$ cat config.mk
export PLATFORM = sky130hd
export DESIGN_NAME = bubsys_cpubus_initiator
export DESIGN_NICKNAME = d
export VERILOG_FILES = /design/src/rtl/bubsys_cpubus_pkg.sv /design/src/rtl/bubsys_cpubus_initiator.sv
export SDC_FILE = /design/constraint.sdc
export NUM_CORES = 1
export LEC_CHECK = 0
export CORE_MARGIN = 2
export CORE_UTILIZATION = 35
export CTS_BUF_LIST = sky130_fd_sc_hd__clkbuf_4
export DETAILED_ROUTE_END_ITERATION = 12
export GPL_TIMING_DRIVEN = 1
export PLACE_DENSITY = 0.7
export SLEW_MARGIN = 15
export SYNTH_ARGS = -nofsm -noshare
export SYNTH_HDL_FRONTEND = slang
export SYNTH_SLANG_ARGS = --single-unit
export TNS_END_PERCENT = 10
$ cat constraint.sdc
create_clock -name i_EMU_MCLK -period 2.9 [get_ports i_EMU_MCLK]
set_input_delay 0.58 -clock i_EMU_MCLK [delete_from_list [all_inputs] [get_ports i_EMU_MCLK]]
set_output_delay 0.58 -clock i_EMU_MCLK [all_outputs]
set_load 0.02 [all_outputs]
$ cat src/rtl/bubsys_cpubus_pkg.sv
// bubsys_cpubus_pkg: shared FSM states, chip-select indices and idle data value for the CPU-bus initiator
package bubsys_cpubus_pkg;
   typedef enum logic [2:0] {IDLE, ADDR, STRB, WAIT, LATCH, END} state_t;
   localparam logic [2:0] CS_VZ  = 3'd0;
   localparam logic [2:0] CS_V1  = 3'd1;
   localparam logic [2:0] CS_V2  = 3'd2;
   localparam logic [2:0] CS_CHA = 3'd3;
   localparam logic [2:0] CS_OBJ = 3'd4;
   localparam logic [15:0] IDLE_DOUT_DEF = 16'hFFFF;
endpackage

$ cat src/rtl/bubsys_cpubus_initiator.sv
// bubsys_cpubus_initiator: 68000-style bus-cycle master paced by the 9 MHz enable; BUBSYS_CPUBUS_TIMEOUT_EN adds a WAIT timeout
module bubsys_cpubus_initiator
   import bubsys_cpubus_pkg::*;
#(
   parameter int          TIMEOUT_TICKS = 32,
   parameter logic [15:0] IDLE_DOUT     = IDLE_DOUT_DEF
)(
   input  logic        i_EMU_MCLK,
   input  logic        i_EMU_MRST,
   input  logic        i_EMU_CLK9MPCEN_n,
   input  logic        i_CMD_VALID,
   output logic        o_CMD_READY,
   input  logic        i_CMD_RW,
   input  logic [14:0] i_CMD_ADDR,
   input  logic [15:0] i_CMD_WDATA,
   input  logic [1:0]  i_CMD_BE,
   input  logic [2:0]  i_CMD_CS,
   output logic [14:0] o_CPU_ADDR,
   output logic [15:0] o_CPU_DOUT,
   output logic        o_CPU_RW,
   output logic        o_CPU_UDS_n,
   output logic        o_CPU_LDS_n,
   output logic        o_VZCS_n,
   output logic        o_VCS1_n,
   output logic        o_VCS2_n,
   output logic        o_CHACS_n,
   output logic        o_OBJRAM_n,
   input  logic [15:0] i_CPU_DIN,
   input  logic        i_DTACK_n,
   output logic        o_RSP_VALID,
   output logic [15:0] o_RSP_RDATA,
   output logic        o_RSP_ERR
);
   state_t      state, state_nx;
   logic        tick, accept, act, strb, timeout;
   logic        rw_q, valid_q, err_q;
   logic [14:0] addr_q;
   logic [15:0] wdata_q, rdata_q;
   logic [1:0]  be_q;
   logic [2:0]  cs_q;

   // one-hot chip select; indices beyond OBJRAM select nothing
   function automatic logic [4:0] cs_dec(input logic [2:0] cs);
      return {cs == CS_OBJ, cs == CS_CHA, cs == CS_V2, cs == CS_V1, cs == CS_VZ};
   endfunction

   assign tick        = ~i_EMU_CLK9MPCEN_n;
   assign accept      = i_CMD_VALID && state == IDLE;
   assign o_CPU_ADDR  = addr_q;
   assign o_RSP_VALID = valid_q;
   assign o_RSP_RDATA = rdata_q;
   assign o_RSP_ERR   = err_q;

`ifdef BUBSYS_CPUBUS_TIMEOUT_EN
   localparam int            CW       = $clog2(TIMEOUT_TICKS + 1);
   localparam logic [CW-1:0] CNT_LAST = CW'(TIMEOUT_TICKS - 1);
   logic [CW-1:0] cnt;
   // count DTACK-less ticks in WAIT, restarting each time WAIT is entered
   always_ff @(posedge i_EMU_MCLK or posedge i_EMU_MRST)
      if (i_EMU_MRST) cnt <= '0;
      else if (tick) cnt <= state == STRB ? '0 : (state == WAIT && i_DTACK_n) ? cnt + 1'b1 : cnt;
   assign timeout = i_DTACK_n && cnt == CNT_LAST;
`else
   assign timeout = 1'b0;
`endif

   // state register
   always_ff @(posedge i_EMU_MCLK or posedge i_EMU_MRST)
      if (i_EMU_MRST) state <= IDLE;
      else state <= state_nx;

   // next state: accept on any edge, every other step only on a tick
   always_comb begin
      state_nx = state;
      case (state)
         IDLE:    state_nx = i_CMD_VALID ? ADDR : IDLE;
         ADDR:    if (tick) state_nx = STRB;
         STRB:    if (tick) state_nx = WAIT;
         WAIT:    if (tick) state_nx = !i_DTACK_n ? LATCH : timeout ? END : WAIT;
         LATCH:   if (tick) state_nx = END;
         END:     if (tick) state_nx = IDLE;
         default: state_nx = IDLE;
      endcase
   end

   // bus outputs decoded from state so reset releases them immediately
   always_comb begin
      act         = state inside {ADDR, STRB, WAIT, LATCH};
      strb        = state inside {STRB, WAIT, LATCH};
      o_CMD_READY = state == IDLE;
      o_CPU_RW    = act ? rw_q : 1'b1;
      o_CPU_DOUT  = (act && !rw_q) ? wdata_q : IDLE_DOUT;
      o_CPU_UDS_n = ~(strb & be_q[1]);
      o_CPU_LDS_n = ~(strb & be_q[0]);
      {o_OBJRAM_n, o_CHACS_n, o_VCS2_n, o_VCS1_n, o_VZCS_n} = ~(strb ? cs_dec(cs_q) : 5'b0);
   end

   // command latch, read capture and response pulse
   always_ff @(posedge i_EMU_MCLK or posedge i_EMU_MRST)
      if (i_EMU_MRST) begin
         rw_q    <= 1'b1;
         addr_q  <= '0;
         wdata_q <= IDLE_DOUT;
         be_q    <= 2'b11;
         cs_q    <= 3'd7;
         rdata_q <= 16'hFFFF;
         valid_q <= 1'b0;
         err_q   <= 1'b0;
      end else begin
         valid_q <= tick && state == END;
         if (accept) begin
            rw_q    <= i_CMD_RW;
            addr_q  <= i_CMD_ADDR;
            wdata_q <= i_CMD_WDATA;
            be_q    <= i_CMD_BE == 2'b00 ? 2'b11 : i_CMD_BE;
            cs_q    <= i_CMD_CS;
            err_q   <= 1'b0;
         end
         if (tick && state == LATCH && rw_q) rdata_q <= i_CPU_DIN;
         if (tick && state == WAIT && timeout) begin
            err_q   <= 1'b1;
            rdata_q <= 16'hFFFF;
         end
      end
endmodule

# Word-level counts from Yosys, hierarchy flattened
# Cells that the tools add are included.
# totals
reg_bits,57
in_bits,58
out_inout_bits,58
word_cells,52
# op_classes
n_eq_ne,14
muxes,12
bitwise,6
reduce_logical,12
# ops
operator,n
3-bit 2-to-1 mux,6
3-bit one-hot mux with 6 select lines,1
16-bit 2-to-1 mux,1
"3-bit by 2-bit == test with 1-bit output, second input constant",4
"2-bit inequality test, second input constant",5
"3-bit == test, second input constant",3
"3-bit by 1-bit == test with 1-bit output, second input constant",2
3-bit logical NOT,2
1-bit logical AND,5
5-bit 2-to-1 mux,1
5-bit inverter,1
5-bit AND reduction,1
4-bit nonzero test,1
1-bit inverter,3
3-bit nonzero test,1
1-bit AND,2
2-bit logical NOT,1
1-bit 2-to-1 mux,2
2-bit 2-to-1 mux,1
1-bit logical NOT,1

# Longest topological paths before layout
# depth
word_depth,4
mapped_depth,6
depth_no_buf,3

# Worst setup path after synthesis
# No wires, ideal clock.
# synth_timing
path_type,register to output
startpoint,reg state[1]
endpoint,out o_CPU_DOUT[10]
t_arrival_ns,1.741
required_ns,2.320
path_slack_ns,0.579
path_stages_with_launch,6
path_buffers,2
path_cell_list,dfrtp_1 buf_2 nor3_1 nor3_1 clkbuf_1 nand2b_1
# synth_between
elab_chain_len,4
word_cells_on_any_way,7
classes_between,4 x eq/ne; 1 x mux; 2 x reduce/logical
# synth_rtl
element,line,text
from (decl),bubsys_cpubus_initiator.sv:34,"state_t state, state_nx;"
from (signal assigned),bubsys_cpubus_initiator.sv:70,else state <= state_nx;
"3-bit by 1-bit == test with 1-bit output, or another cell as far along",bubsys_cpubus_initiator.sv:88,"act = state inside {ADDR, STRB, WAIT, LATCH};"
4-bit nonzero test (*),bubsys_cpubus_initiator.sv:88,
1-bit logical AND (*),bubsys_cpubus_initiator.sv:92,o_CPU_DOUT = (act && !rw_q) ? wdata_q : IDLE_DOUT;
16-bit 2-to-1 mux (*),bubsys_cpubus_initiator.sv:92,
to (decl),bubsys_cpubus_initiator.sv:19,"output logic [15:0] o_CPU_DOUT,"
# Every way passes the cells marked *; elsewhere a longest branch is shown, timed or not.

# Final worst setup path
# layout_timing
startpoint,reg state[1]
endpoint,out o_VZCS_n
# layout_between
elab_chain_len,4
word_cells_on_any_way,6
classes_between,3 x eq/ne; 1 x mux; 1 x bitwise; 1 x reduce/logical
# layout_rtl
element,line,text
3-bit by 2-bit == test with 1-bit output or 3-bit == test (tied branches),bubsys_cpubus_initiator.sv:89,"strb = state inside {STRB, WAIT, LATCH};"
3-bit nonzero test (*),bubsys_cpubus_initiator.sv:89,
5-bit 2-to-1 mux (*),bubsys_cpubus_initiator.sv:95,"{o_OBJRAM_n, o_CHACS_n, o_VCS2_n, o_VCS1_n, o_VZCS_n} = ~(strb ? cs_dec(cs_q) : 5'b0);"
5-bit inverter (*),bubsys_cpubus_initiator.sv:95,
to (decl),bubsys_cpubus_initiator.sv:23,"output logic o_VZCS_n,"
# Marks and branches as above.

==> key figures <==
Outcome
  • Run status: finished, final reports clean

STA
  • Setup TNS: 0 ns
  • Unrepaired setup endpoints after global routing: no
  • Final critical-path required period: about 2.8 ns
  • Relative slew slack: 43.6%
  • Final count of pins violating max slew: 0
  • Final period utilization: slightly below 100%
  • Count of final setup violators: 0
  • Actual transition at the worst max-transition pin: 0.846 ns
  • Final setup slack of the worst path: 0.0969 ns
  • Final Hold Vio Count: 0
  • Fmax: 357 MHz
  • Worst clock skew on the final layout: 0.0152 ns

Worst setup path
  • Required time worst endpoint: 2.32 ns
  • Data arrival time of the critical path: 2.22 ns
  • Type of origin of the critical path: flip-flop
  • Crit path max fanout: 11
  • Crit Path Category: flip-flop to output port
  • Crit. End Element: output port

Final layout
  • # nets final: 352
  • Antenna fix cells: 0
  • Share of cells above drive strength 1: between 30% and 40%
  • Area overhead of the layout relative to synthesis: 59.7%
  • Final standard cell count with taps included and fillers excluded: 395
  • Final Core Density: 58.1%
  • Count of fill cells added during filler insertion: 605

Floorplan
  • Cell row count: 30
  • Overall die width: 88.2 µm
  • Vertical die dimension: a little under 90 µm
  • Core ar.: 0.00683 mm²
  • Total die area: ~0.0078 mm²
  • I/O pin total: roughly 120
  • Initial cell density of the core: between 30 and 40%

Hold path
  • Hold WC Path Type: flip-flop to flip-flop

Clock tree
  • Deepest clock path buffer count: 2
  • Clock edge transition at the registers on the reported setup and hold paths: 0.10 ns
  • Total number of H-tree levels: 3
  • Clock sinks: 57
  • Clock root cell: sky130_fd_sc_hd__clkbuf_4
  • Count of hold-fix buffers inserted at cts: 0
  • Clock insertion delay at the later pin of the skew report: 0.40 ns
  • Num CTS Buffers: 9
  • Clock tree from TritonCTS: done

Place
  • Pre-CTS worst setup slack: between 0.3 and 0.4 ns
  • Placed Cells: 378
  • PortBufs: roughly 110
  • Estimated wirelength of the detail-placed design: just under 4 mm
  • Final RePlAce weighted congestion: 0.793

Global route
  • First-pass GRT wire length: between 8 and 9 mm
  • Initial antenna violation count: 0
  • All-Layer GR Usage: around 15%
  • Remaining Overflow, GRT: 0
  • Maximum number of pins on one net before global-route repair: 40
  • Via count of the first global-routing pass: 1,736

Power and ir drop
  • Clock network fraction of design power: 15.7%
  • Peak ir drop on the vdd network: a little under 0.5 mV
  • Overall Power: 4.70 mW
  • Total power density per cell area: around 1200 mW/mm²
  • Combinational share of power: 49.8%
  • Internal Dissipation: a little over 3 mW
  • Share of total power in sequential cells: 34.5%
  • P_leak: roughly 1.6 nW
  • Share of total power consumed by net switching: 34.0%
  • Sw power: 1.60 mW

Synthesis
  • Predominant post-synthesis flop cell: sky130_fd_sc_hd__dfstp_2
  • Yosys warning total: 0
  • Number of enable flip-flop cells after synthesis: 0
  • Net count after synthesis: 233
  • Fraction of registers with async set or reset after synthesis: between 90% and 100%
  • Syn Area/Cell: 14.2 µm²
  • Number of different library cells in the post-synthesis netlist: 29
  • Number of instances in the synthesized netlist: 175
  • Sequential element share of the synthesized area: 59.3%
  • Synthesized cell area: 0.00248 mm²
  • Total of flip-flops plus latches after synthesis: 57

Drt
  • Wire length per cell after detailed routing: 13.9 µm
  • Routed WL: 5.50 mm
  • Detailed-route DRC error count: 0
  • Remaining number of nets flagged by the antenna check after routing: 0
  • First-pass detailed-route iteration total: 4
  • Detailed Route Iter0 Violations: 60
  • Number of vias in the routed layout: 1,785
  • Vias per inst: 4.52

Run
  • Total of max-cap violations: 0
area by class of cell:
class | count | area, µm² | area share [%]
flip-flops and latches | 57 | 1480 | 37.3
clock buffers | 10 | 75.1 | 1.89
inverters | 4 | 15.0 | 0.379
clock inverters | 6 | 106 | 2.68
repair buffers | 118 | 1210 | 30.5
multi-input cells | 104 | 961 | 24.2
well taps | 96 | 120 | 3.03
registers in the layout, indices dropped and copies added (netlist names):
name         count
o_CPU_ADDR      15
cs_q             3
rw_q             1
be_q             2
o_RSP_RDATA     16
state            3
wdata_q         16
o_RSP_VALID      1
critical path, cell delays in order, from the launching register on:
cell and delay (ns):
sky130_fd_sc_hd__dfrtp_2 0.49, sky130_fd_sc_hd__or3b_2 0.51, sky130_fd_sc_hd__a21oi_2 0.23, sky130_fd_sc_hd__nand2_1 0.07, sky130_fd_sc_hd__clkdlybuf4s50_1 0.53
cell usage in the layout (no fill, tap or decap), types with 2 or more instances in the layout:
cell type                         instances
sky130_fd_sc_hd__nand2_1                  5
sky130_fd_sc_hd__nor2_1                   5
sky130_fd_sc_hd__inv_1                    3
sky130_fd_sc_hd__buf_12                   2
sky130_fd_sc_hd__dlymetal6s2s_1           6
sky130_fd_sc_hd__clkbuf_4                10
sky130_fd_sc_hd__o21ai_0                  2
sky130_fd_sc_hd__mux2_4                  10
sky130_fd_sc_hd__buf_4                    2
sky130_fd_sc_hd__clkdlybuf4s50_1        108
sky130_fd_sc_hd__nor2b_1                  2
sky130_fd_sc_hd__o21a_1                   2
sky130_fd_sc_hd__dfstp_2                 38
sky130_fd_sc_hd__dfrtp_2                  3
sky130_fd_sc_hd__mux2_2                  41
sky130_fd_sc_hd__or2b_1                   4
sky130_fd_sc_hd__dfrtp_1                 16
sky130_fd_sc_hd__bufinv_16                3
sky130_fd_sc_hd__nand3_1                  2
sky130_fd_sc_hd__nand3b_1                 2
sky130_fd_sc_hd__nand2b_1                15
Yosys cell counts (3+ instances only):
| cell type | count | area, µm² |
|---|---|---|
| sky130_fd_sc_hd__mux2_2 | 41 | 462 |
| sky130_fd_sc_hd__dfstp_2 | 38 | 998 |
| sky130_fd_sc_hd__dfrtp_1 | 19 | 475 |
| sky130_fd_sc_hd__nand2b_1 | 15 | 93.8 |
| sky130_fd_sc_hd__mux2_4 | 10 | 150 |
| sky130_fd_sc_hd__buf_2 | 5 | 25.0 |
| sky130_fd_sc_hd__nand2_1 | 5 | 18.8 |
| sky130_fd_sc_hd__nor2_1 | 5 | 18.8 |
| sky130_fd_sc_hd__inv_1 | 4 | 15.0 |
| sky130_fd_sc_hd__or2b_1 | 4 | 30.0 |
| sky130_fd_sc_hd__buf_4 | 3 | 22.5 |
| sky130_fd_sc_hd__nor3_1 | 3 | 15.0 |
repair_timing:
action                                  CTS  global route
endpoints found under the setup margin   16            18
pin swaps                                 1             1
resized for setup                         6             6
buffers inserted                          0             1
layer usage:
layer | share of wire [%] | vias to the layer above | GRT usage, %
li1 | - | 837 | -
met2 | 49 | 65 | 23.1
met5 | 0 | - | 0
met1 | 42 | 876 | 18.2
met4 | 0.91 | 0 | 4.96
met3 | 7.7 | 7 | 6.53
final timing paths:
check	from	endpoint	slack, ns	cells after the start
setup reg to reg	rw_q$_DFFE_PP1P_	o_RSP_RDATA[11]$_DFFE_PP1P_	0.93	3
max in group asynchronous	i_EMU_MRST	wdata_q[8]$_DFFE_PP1P_	1.65	3
setup / recovery	state[1]$_DFFE_PP0P_	o_VZCS_n	0.1	4
hold / removal	be_q[1]$_DFFE_PP1P_	be_q[1]$_DFFE_PP1P_	0.49	2
hold reg to reg	be_q[1]$_DFFE_PP1P_	be_q[1]$_DFFE_PP1P_	0.49	2
min in group asynchronous	i_EMU_MRST	state[0]$_DFFE_PP0P_	0.59	2
power groups by stage:
stage               clock network [mW]  logic (mW)  registers, mW
CTS                              0.767        2.37           1.63
global placement                     0        2.33           1.60
floorplan                            0        1.04           1.83
finish                           0.736        2.34           1.62
global route                     0.809        2.49           1.69
detailed placement                   0        2.35           1.63
kinds of logic after synthesis:
family | synth area share (%)
flops | 59.3
simple gates | 10.1
mux | 24.6
compound gates | 2.62
buf+inv | 3.12
other cells | 0.151
per-stage QoR:
stage,hold slack (ns),cell area (µm²)
after floorplan,0.460,2480
after global placement,0.475,3740
after detailed placement,0.474,3740
after CTS,0.493,3940
after global routing,0.538,3970
final,0.489,3970
(Power assumes the default switching activity.)
